## config.mk

```make
export PLATFORM = sky130hd
export DESIGN_NAME = wb_trace_buffer_flat
export DESIGN_NICKNAME = d
export VERILOG_FILES = /design/src/rtl/wb_trace_buffer_if.sv /design/src/rtl/wb_trace_buffer.sv /design/src/flat_wrapper.sv
export SDC_FILE = /design/constraint.sdc
export NUM_CORES = 1
export LEC_CHECK = 0
export CAP_MARGIN = 20
export CORE_ASPECT_RATIO = 1.1
export CORE_MARGIN = 5
export CORE_UTILIZATION = 65
export CTS_BUF_LIST = sky130_fd_sc_hd__clkbuf_4
export DETAILED_ROUTE_END_ITERATION = 8
export HOLD_SLACK_MARGIN = 0.15
export PLACE_DENSITY = 0.85
export SYNTH_ARGS = -nofsm -noshare
export SYNTH_HDL_FRONTEND = slang
export SYNTH_SLANG_ARGS = --single-unit
```

## constraint.sdc

```tcl
create_clock -name clk -period 10.7 [get_ports clk]
set_input_delay 2.14 -clock clk [delete_from_list [all_inputs] [get_ports clk]]
set_output_delay 2.14 -clock clk [all_outputs]
set_load 0.005 [all_outputs]
```

## src/rtl/wb_trace_buffer_if.sv

```systemverilog
// wb_trace_buffer_if: writeback capture and read-port bundle for wb_trace_buffer
//   capture in : wbData, wbValid, arm, trigEn, trigValue
//   read in    : rdEn
//   read out   : rdData, rdValid
//   status out : count, full, empty, overflow, state
//   master = producer/debug side, slave = trace buffer
interface wb_trace_buffer_if #(
  parameter int DATA_W = 32,
  parameter int AW     = 4
);
  logic [DATA_W-1:0] wbData;
  logic              wbValid;
  logic              arm;
  logic              trigEn;
  logic [DATA_W-1:0] trigValue;
  logic              rdEn;
  logic [DATA_W-1:0] rdData;
  logic              rdValid;
  logic [AW:0]       count;
  logic              full;
  logic              empty;
  logic              overflow;
  logic [1:0]        state;
  modport master (
    output wbData, wbValid, arm, trigEn, trigValue, rdEn,
    input  rdData, rdValid, count, full, empty, overflow, state
  );
  modport slave (
    input  wbData, wbValid, arm, trigEn, trigValue, rdEn,
    output rdData, rdValid, count, full, empty, overflow, state
  );
endinterface

```

## src/rtl/wb_trace_buffer.sv

```systemverilog
// wb_trace_buffer: circular trace buffer capturing the writeback result stream
//   clk   : rising-edge clock
//   rst_n : asynchronous active-low reset
//   bus   : wb_trace_buffer_if.slave (capture inputs, registered read port, status)
module wb_trace_buffer #(
  parameter int DATA_W = 32,
  parameter int DEPTH  = 16,
  parameter int AW     = 4
) (
  input logic              clk,
  input logic              rst_n,
  wb_trace_buffer_if.slave bus
);
  localparam int CW = AW + 1;
  localparam logic [1:0] IDLE    = 2'd0;
  localparam logic [1:0] ARMED   = 2'd1;
  localparam logic [1:0] CAPTURE = 2'd2;
  localparam logic [1:0] DONE    = 2'd3;
  logic [DATA_W-1:0] mem_q [DEPTH];
  logic [1:0]        state_q, state_d;
  logic [AW-1:0]     wr_ptr_q, wr_ptr_d, rd_ptr_q, rd_ptr_d;
  logic [CW-1:0]     count_q, count_d;
  logic [DATA_W-1:0] rd_data_q, rd_data_d;
  logic              rd_valid_q, rd_valid_d;
  logic              overflow_q, overflow_d;
  logic              full_q, full_d, empty_q, empty_d;
  logic              do_wr, do_rd;
  always_comb begin
    // arm clears the session, so it suppresses any same-cycle write or pop
    do_rd = bus.rdEn && count_q != '0 && !bus.arm;
    do_wr = !bus.arm && bus.wbValid &&
            (state_q == CAPTURE || (state_q == ARMED && bus.wbData == bus.trigValue));
    wr_ptr_d   = bus.arm ? '0 : wr_ptr_q + AW'(do_wr);
    rd_ptr_d   = bus.arm ? '0 : rd_ptr_q + AW'(do_rd);
    count_d    = bus.arm ? '0 : count_q + CW'(do_wr) - CW'(do_rd);
    rd_data_d  = do_rd ? mem_q[rd_ptr_q] : rd_data_q;
    rd_valid_d = do_rd;
    overflow_d = bus.arm ? 1'b0 :
                 overflow_q | (state_q == DONE && bus.wbValid && full_q);
    full_d     = count_d == CW'(DEPTH);
    empty_d    = count_d == '0;
    state_d    = bus.arm ? (bus.trigEn ? ARMED : CAPTURE) :
                 (state_q == ARMED && do_wr) ? CAPTURE :
                 // a same-cycle pop keeps room free, so only an unpaired write fills up
                 (state_q == CAPTURE && do_wr && !do_rd && count_q == CW'(DEPTH - 1)) ? DONE :
                 state_q;
  end
  always_ff @(posedge clk or negedge rst_n) begin
    if (!rst_n) begin
      state_q    <= IDLE;
      wr_ptr_q   <= '0;
      rd_ptr_q   <= '0;
      count_q    <= '0;
      rd_data_q  <= '0;
      rd_valid_q <= 1'b0;
      overflow_q <= 1'b0;
      full_q     <= 1'b0;
      empty_q    <= 1'b1;
    end else begin
      state_q    <= state_d;
      wr_ptr_q   <= wr_ptr_d;
      rd_ptr_q   <= rd_ptr_d;
      count_q    <= count_d;
      rd_data_q  <= rd_data_d;
      rd_valid_q <= rd_valid_d;
      overflow_q <= overflow_d;
      full_q     <= full_d;
      empty_q    <= empty_d;
    end
  end
  always_ff @(posedge clk) begin
    if (do_wr) mem_q[wr_ptr_q] <= bus.wbData;
  end
  assign bus.rdData   = rd_data_q;
  assign bus.rdValid  = rd_valid_q;
  assign bus.count    = count_q;
  assign bus.full     = full_q;
  assign bus.empty    = empty_q;
  assign bus.overflow = overflow_q;
  assign bus.state    = state_q;
endmodule

```

## src/flat_wrapper.sv

```systemverilog
// flat-port wrapper written by rule: the top's interface ports become plain ports
module wb_trace_buffer_flat 
#(
  parameter int DATA_W = 32,
  parameter int DEPTH  = 16,
  parameter int AW     = 4
)
  (clk, rst_n, bus_wbData, bus_wbValid, bus_arm, bus_trigEn, bus_trigValue, bus_rdEn, bus_rdData, bus_rdValid, bus_count, bus_full, bus_empty, bus_overflow, bus_state);
  wb_trace_buffer_if #(.DATA_W(DATA_W), .AW(AW)) bus_i ();
  input logic clk;
  input logic rst_n;
  input wire logic [$bits(bus_i.wbData)-1:0] bus_wbData;
  input wire logic [$bits(bus_i.wbValid)-1:0] bus_wbValid;
  input wire logic [$bits(bus_i.arm)-1:0] bus_arm;
  input wire logic [$bits(bus_i.trigEn)-1:0] bus_trigEn;
  input wire logic [$bits(bus_i.trigValue)-1:0] bus_trigValue;
  input wire logic [$bits(bus_i.rdEn)-1:0] bus_rdEn;
  output wire logic [$bits(bus_i.rdData)-1:0] bus_rdData;
  output wire logic [$bits(bus_i.rdValid)-1:0] bus_rdValid;
  output wire logic [$bits(bus_i.count)-1:0] bus_count;
  output wire logic [$bits(bus_i.full)-1:0] bus_full;
  output wire logic [$bits(bus_i.empty)-1:0] bus_empty;
  output wire logic [$bits(bus_i.overflow)-1:0] bus_overflow;
  output wire logic [$bits(bus_i.state)-1:0] bus_state;
  assign bus_i.wbData = bus_wbData;
  assign bus_i.wbValid = bus_wbValid;
  assign bus_i.arm = bus_arm;
  assign bus_i.trigEn = bus_trigEn;
  assign bus_i.trigValue = bus_trigValue;
  assign bus_i.rdEn = bus_rdEn;
  assign bus_rdData = bus_i.rdData;
  assign bus_rdValid = bus_i.rdValid;
  assign bus_count = bus_i.count;
  assign bus_full = bus_i.full;
  assign bus_empty = bus_i.empty;
  assign bus_overflow = bus_i.overflow;
  assign bus_state = bus_i.state;
  wb_trace_buffer #(.DATA_W(DATA_W), .DEPTH(DEPTH), .AW(AW)) u_core (.clk(clk), .rst_n(rst_n), .bus(bus_i));
endmodule
```

Word level (Yosys, flattened, before mapping)
Memory sizes are Yosys's and may differ from the RTL's. A register that Yosys moved wholly into a read port is not among the register bits.
Index checks and enable logic that the tools add are counted.

storage, ports and cells
  register bits after elaboration = 19
  bits in writable memories = 512
  input port bits = 70
  output and inout port bits = 43
  logic and storage cells = 48
  memories kept = 1

cells by class
  add/sub/neg operators = 4
  equality and inequality tests = 6
  multiplexer cells = 10
  bitwise gates (word level) = 1
  reductions and logical operators = 18

memory list
  memory        depth  bits a word  rd ports  clocked after Yosys merged registers in  wr ports  line                   source
  u_core.mem_q  16     32           1         1                                        1         wb_trace_buffer.sv:19  logic [DATA_W-1:0] mem_q [DEPTH];

operator list
  cell                                                                    count
  32-bit equality test                                                    1
  1-bit logical AND                                                       11
  4-bit by 1-bit adder with 4-bit output                                  2
  2-bit two-way mux                                                       4
  4-bit two-way mux                                                       2
  5-bit by 1-bit adder with 5-bit output                                  1
  5-bit by 4-bit equality test with 1-bit output (second input constant)  1
  5-bit equality test (second input constant)                             1
  5-bit zero test                                                         1
  5-bit two-way mux                                                       1
  5-bit nonzero test                                                      1
  5-bit by 1-bit subtractor with 5-bit output                             1
  2-bit equality test (second input constant)                             2
  1-bit zero test                                                         3
  1-bit two-way mux                                                       3
  3-bit nonzero test                                                      1
  2-bit by 1-bit equality test with 1-bit output (second input constant)  1
  1-bit logical OR                                                        1
  1-bit bitwise OR                                                        1

Logic depth before layout (Yosys ltp)
  word-level depth = 10
  mapped depth = 15
  mapped depth without buffers = 13

Least setup slack after synthesis
OpenSTA, ideal clock, no wires.

  path kind = input port to flip-flop
  start = in bus_trigValue[3]
  end = mem u_core.mem_q[12][0] (enable)
  setup time = 432 ps
  arrival time = 4,773 ps
  data required time = 10,268 ps
  setup slack = 5,495 ps
  cell stages on the path = 6
  buffers on the path = 1
  cells stage by stage = xnor2_1 > nand4_1 > nor4_1 > nand3_1 > clkbuf_1 > a21oi_1

on the way
  longest elaborated chain between the ends = 6

RTL lines
  what                                     line                   source
  start: declaration                       flat_wrapper.sv:16     input wire logic [$bits(bus_i.trigValue)-1:0] bus_trigValue;
  32-bit equality test                     wb_trace_buffer.sv:32  (state_q == CAPTURE || (state_q == ARMED && bus.wbData == bus.trigValue));
  1-bit logical AND                        wb_trace_buffer.sv:32
  1-bit logical OR                         wb_trace_buffer.sv:32
  1-bit logical AND                        wb_trace_buffer.sv:31  do_wr = !bus.arm && bus.wbValid &&
  1-bit two-way mux                        wb_trace_buffer.sv:72  if (do_wr) mem_q[wr_ptr_q] <= bus.wbData;
  1-bit two-way mux (not written as such)  wb_trace_buffer.sv:72
  end: declaration                         wb_trace_buffer.sv:19

No other way between the ends.

Worst setup path in the final report
  start = in bus_wbData[4]
  end = reg u_core.full_q, in the netlist u_core.bus.full

on the way
  longest elaborated chain between the ends = 8

RTL lines
  what                                         line                   source
  start: declaration                           flat_wrapper.sv:12     input wire logic [$bits(bus_i.wbData)-1:0] bus_wbData;
  32-bit equality test                         wb_trace_buffer.sv:32
  1-bit logical AND                            wb_trace_buffer.sv:32
  1-bit logical OR                             wb_trace_buffer.sv:32
  1-bit logical AND                            wb_trace_buffer.sv:31
  5-bit by 1-bit adder with 5-bit output       wb_trace_buffer.sv:35  count_d = bus.arm ? '0 : count_q + CW'(do_wr) - CW'(do_rd);
  5-bit by 1-bit subtractor with 5-bit output  wb_trace_buffer.sv:35
  5-bit two-way mux                            wb_trace_buffer.sv:35
  net u_core.count_d[1]                        wb_trace_buffer.sv:22  logic [CW-1:0] count_q, count_d;
  5-bit equality test                          wb_trace_buffer.sv:40  full_d = count_d == CW'(DEPTH);
  net u_core.full_d                            wb_trace_buffer.sv:26  logic full_q, full_d, empty_q, empty_d;
  end signal: assignment                       wb_trace_buffer.sv:67  full_q <= full_d;
  end: declaration                             wb_trace_buffer.sv:26

The timed path passes the listed nets, and every way through them passes these cells.
A chain may end at the register's enable or synchronous reset.

==> qor.csv <==
metric;value;unit
setup_viol_count_final;0;
grtUsageTotal;0.272;
start_kind;primary input;
fin_worst_skew;0.0581;ns
final_cell_mix;edfxtp_1 (512), clkbuf_4 (196), clkdlybuf4s50_1 (111);
wl_per_cell;27.0;um
ys.flop_type;edfxtp_1;
cts.sinks;563;
htree_levels;4;
worstHoldPathType;flop to flop;
crit_arrival;7.00;ns
clock_latency;0.81;ns
grt_overflow;0;
seqPwrFrac;0.517;
syn_to_final_growth;15.0;%
combPwrFrac;0.137;
place_inst;1642;
gp_congestion;0.807;
final-max-slew-violation-count;0;
n_fill_cell;1802;
path_clk_slew;0.06;ns
outcome;finished, final reports clean;
cts_hold_buf;0;
fin_nets;1423;
synth-edff-count;512;
cts_max_path_buffers;3;
via_per_inst;6.39;
port_buffers;112;
relSlewSlack;0.318;
cts_tree;yes;
fp.dieW;187;um
criticalPathCategory;primary input to flop;
routed_wl;50.7;mm
synthesis.area;22300;um2
crit_path_end_kind;flop;
cts_buffers;135;
drive_gt1_frac;0.242;
drt_iter0_drc;1211;
antenna_found_initial;1;
min_period;6.32;ns
cp_max_fo;19;
tns;0;ns
place_hpwl;29.1;mm
hold_path_startpoint;u_core.bus.rdData[23]$_DFFE_PN0N_;
post_cts_resized;0;
final_common_cell;edfxtp_1;
ys_async_sr_fraction;0.0906;
coreArea;34100;um2
rsz0062_at_grt;false;
finalCritPeriodShare;0.590;
yosysSeqAreaShare;0.746;
cap_violations;0;
worstReg2RegStart;u_core.bus.state[1]$_DFFE_PN0P_;
synthCells;1126;
max-vdd-ir-drop;0.000138;V
fmax;0.158;GHz
drc;0;
die_y;204;um
dr.pass1.iters;5;
hold_violations;0;
grt_pass1_wl;76.7;mm
postCtsSetupRepairBufs;0;
powerDensity;191;nW/um2
p_sw_frac;0.240;
die_area;38200;um2
yosysWarningCount;0;
antenna_left;0;
utilization;0.753;
synth_cell_types;38;
num_vias;11997;
synth_nets;1208;
num_rows;71;
ys_ff_latch;563;
intPower;3.73;mW
root_buffer;clkbuf_4;
power_frac_clock;0.346;
crit_required;11.39;ns
leakage;8.34;nW
final_cells;1876;
grt_max_degree;121;
synth.avg_cell_area;19.8;um2
grt_pass1_vias;12660;
start_util;0.655;
p_switching;1.18;mW
io-pin-count;113;
crit_start;bus_wbData[4];
worstMarginPinSlew;1.02;ns
-- stage by stage --
| step | instance area (um2) | hold slack (ns) | worst slack, ns | power, mW |
|---|---|---|---|---|
| floorplan | 22300 | 0.479 | 5.49 | 2.99 |
| global placement | 24000 | 0.469 | 3.95 | 3.24 |
| detailed placement | 24000 | 0.475 | 3.79 | 3.26 |
| CTS | 25700 | 0.488 | 4.60 | 4.96 |
| global route | 25700 | 0.522 | 4.22 | 5.15 |
| finish | 25700 | 0.484 | 4.38 | 4.91 |
-- logic make-up after synthesis --
| family | Yosys count | synth area share |
|---|---|---|
| multiplexers | 192 | 0.148 |
| AO/OA/AOI/OAI | 122 | 0.0354 |
| buffers and inverters | 69 | 0.0197 |
| adder cells (fa/ha/maj) | 12 | 0.00706 |
| flip-flops | 563 | 0.746 |
| XOR/XNOR | 40 | 0.0157 |
| AND/OR/NAND/NOR | 128 | 0.0283 |
-- critical path, cell delays in order --
cell and delay, ns:
clkdlybuf4s50_1 0.76, xnor2_1 0.66, nand4_1 0.29, nor4_1 0.43, nand3_2 0.86, nand2_1 0.40, ha_1 0.26, fa_1 0.43
nor2b_1 0.16, nor3_1 0.21, o21ai_0 0.16, nor3_1 0.20
-- path summary, 6_finish.rpt --
check,endpoint,slack [ns],cells after the start
worst max-delay path,u_core.bus.full$_DFF_PN0_,4.38,12
worst min-delay path,u_core.bus.rdData[23]$_DFFE_PN0N_,0.48,2
worst max register to register,u_core.bus.full$_DFF_PN0_,6.50,11
worst min register to register,u_core.bus.rdData[23]$_DFFE_PN0N_,0.48,2
max in group asynchronous,u_core.rd_ptr_q[1]$_DFF_PN0_,8.58,2
min in group asynchronous,u_core.bus.rdData[15]$_DFFE_PN0N_,1.49,2
-- power groups by stage --
stage          clock (mW)  combinational [mW]  sequential (mW)
3_3_place_gp            0               0.659             2.58
4_1_cts              1.73               0.680             2.54
3_5_place_dp            0               0.675             2.59
6_report             1.70               0.673             2.54
5_1_grt              1.86               0.729             2.55
2_1_floorplan           0               0.427             2.57
-- cell usage after synthesis (2+ instances only) --
library cell	instances	area share
a21oi_1	19	0.0043
buf_12	2	0.0018
buf_2	8	0.0018
buf_6	11	0.0055
buf_8	5	0.0034
clkbuf_1	34	0.0057
dfrtp_1	50	0.056
edfxtp_1	512	0.69
ha_1	11	0.0062
inv_1	8	0.0013
mux2_2	32	0.016
mux2i_1	64	0.029
mux4_1	40	0.047
mux4_2	56	0.056
nand2_1	47	0.0079
nand3_1	7	0.0016
nand4_1	9	0.0025
nor2_1	15	0.0025
nor2b_1	42	0.012
nor3_1	4	0.00090
nor4_1	2	0.00056
o21ai_1	32	0.0072
o221ai_1	32	0.013
o22ai_1	32	0.0090
xnor2_1	35	0.014
xor2_1	5	0.0020
-- registers in the layout (all words and copies together) (netlist names) --
register,flops
u_core.bus.state,2
u_core.bus.rdValid,1
u_core.bus.overflow,1
u_core.bus.full,1
u_core.rd_ptr_q,4
u_core.bus.empty,1
u_core.mem_q,512
u_core.bus.count,5
u_core.wr_ptr_q,4
u_core.bus.rdData,32
-- layout make-up --
cell class	instances	area, um2	share of cell area
Clock inverter	37	216	0.00842
Inverter	8	30.0	0.00117
Antenna cell	1	2.50	0.0000974
Tap cell	438	548	0.0213
Multi-Input combinational cell	494	5440	0.212
Sequential cell	563	16700	0.648
Clock buffer	196	1470	0.0573
Timing Repair Buffer	139	1330	0.0518
-- metal layers --
metal / vias up / share of wire / GRT usage
li1: 5117 / - / -
met2: 703 / 0.52 / 0.459
met4: 0 / 0.032 / 0.108
met1: 6064 / 0.36 / 0.346
met3: 113 / 0.088 / 0.0668
met5: - / 0 / 0
Note: power is estimated with default switching activity, not from simulation.
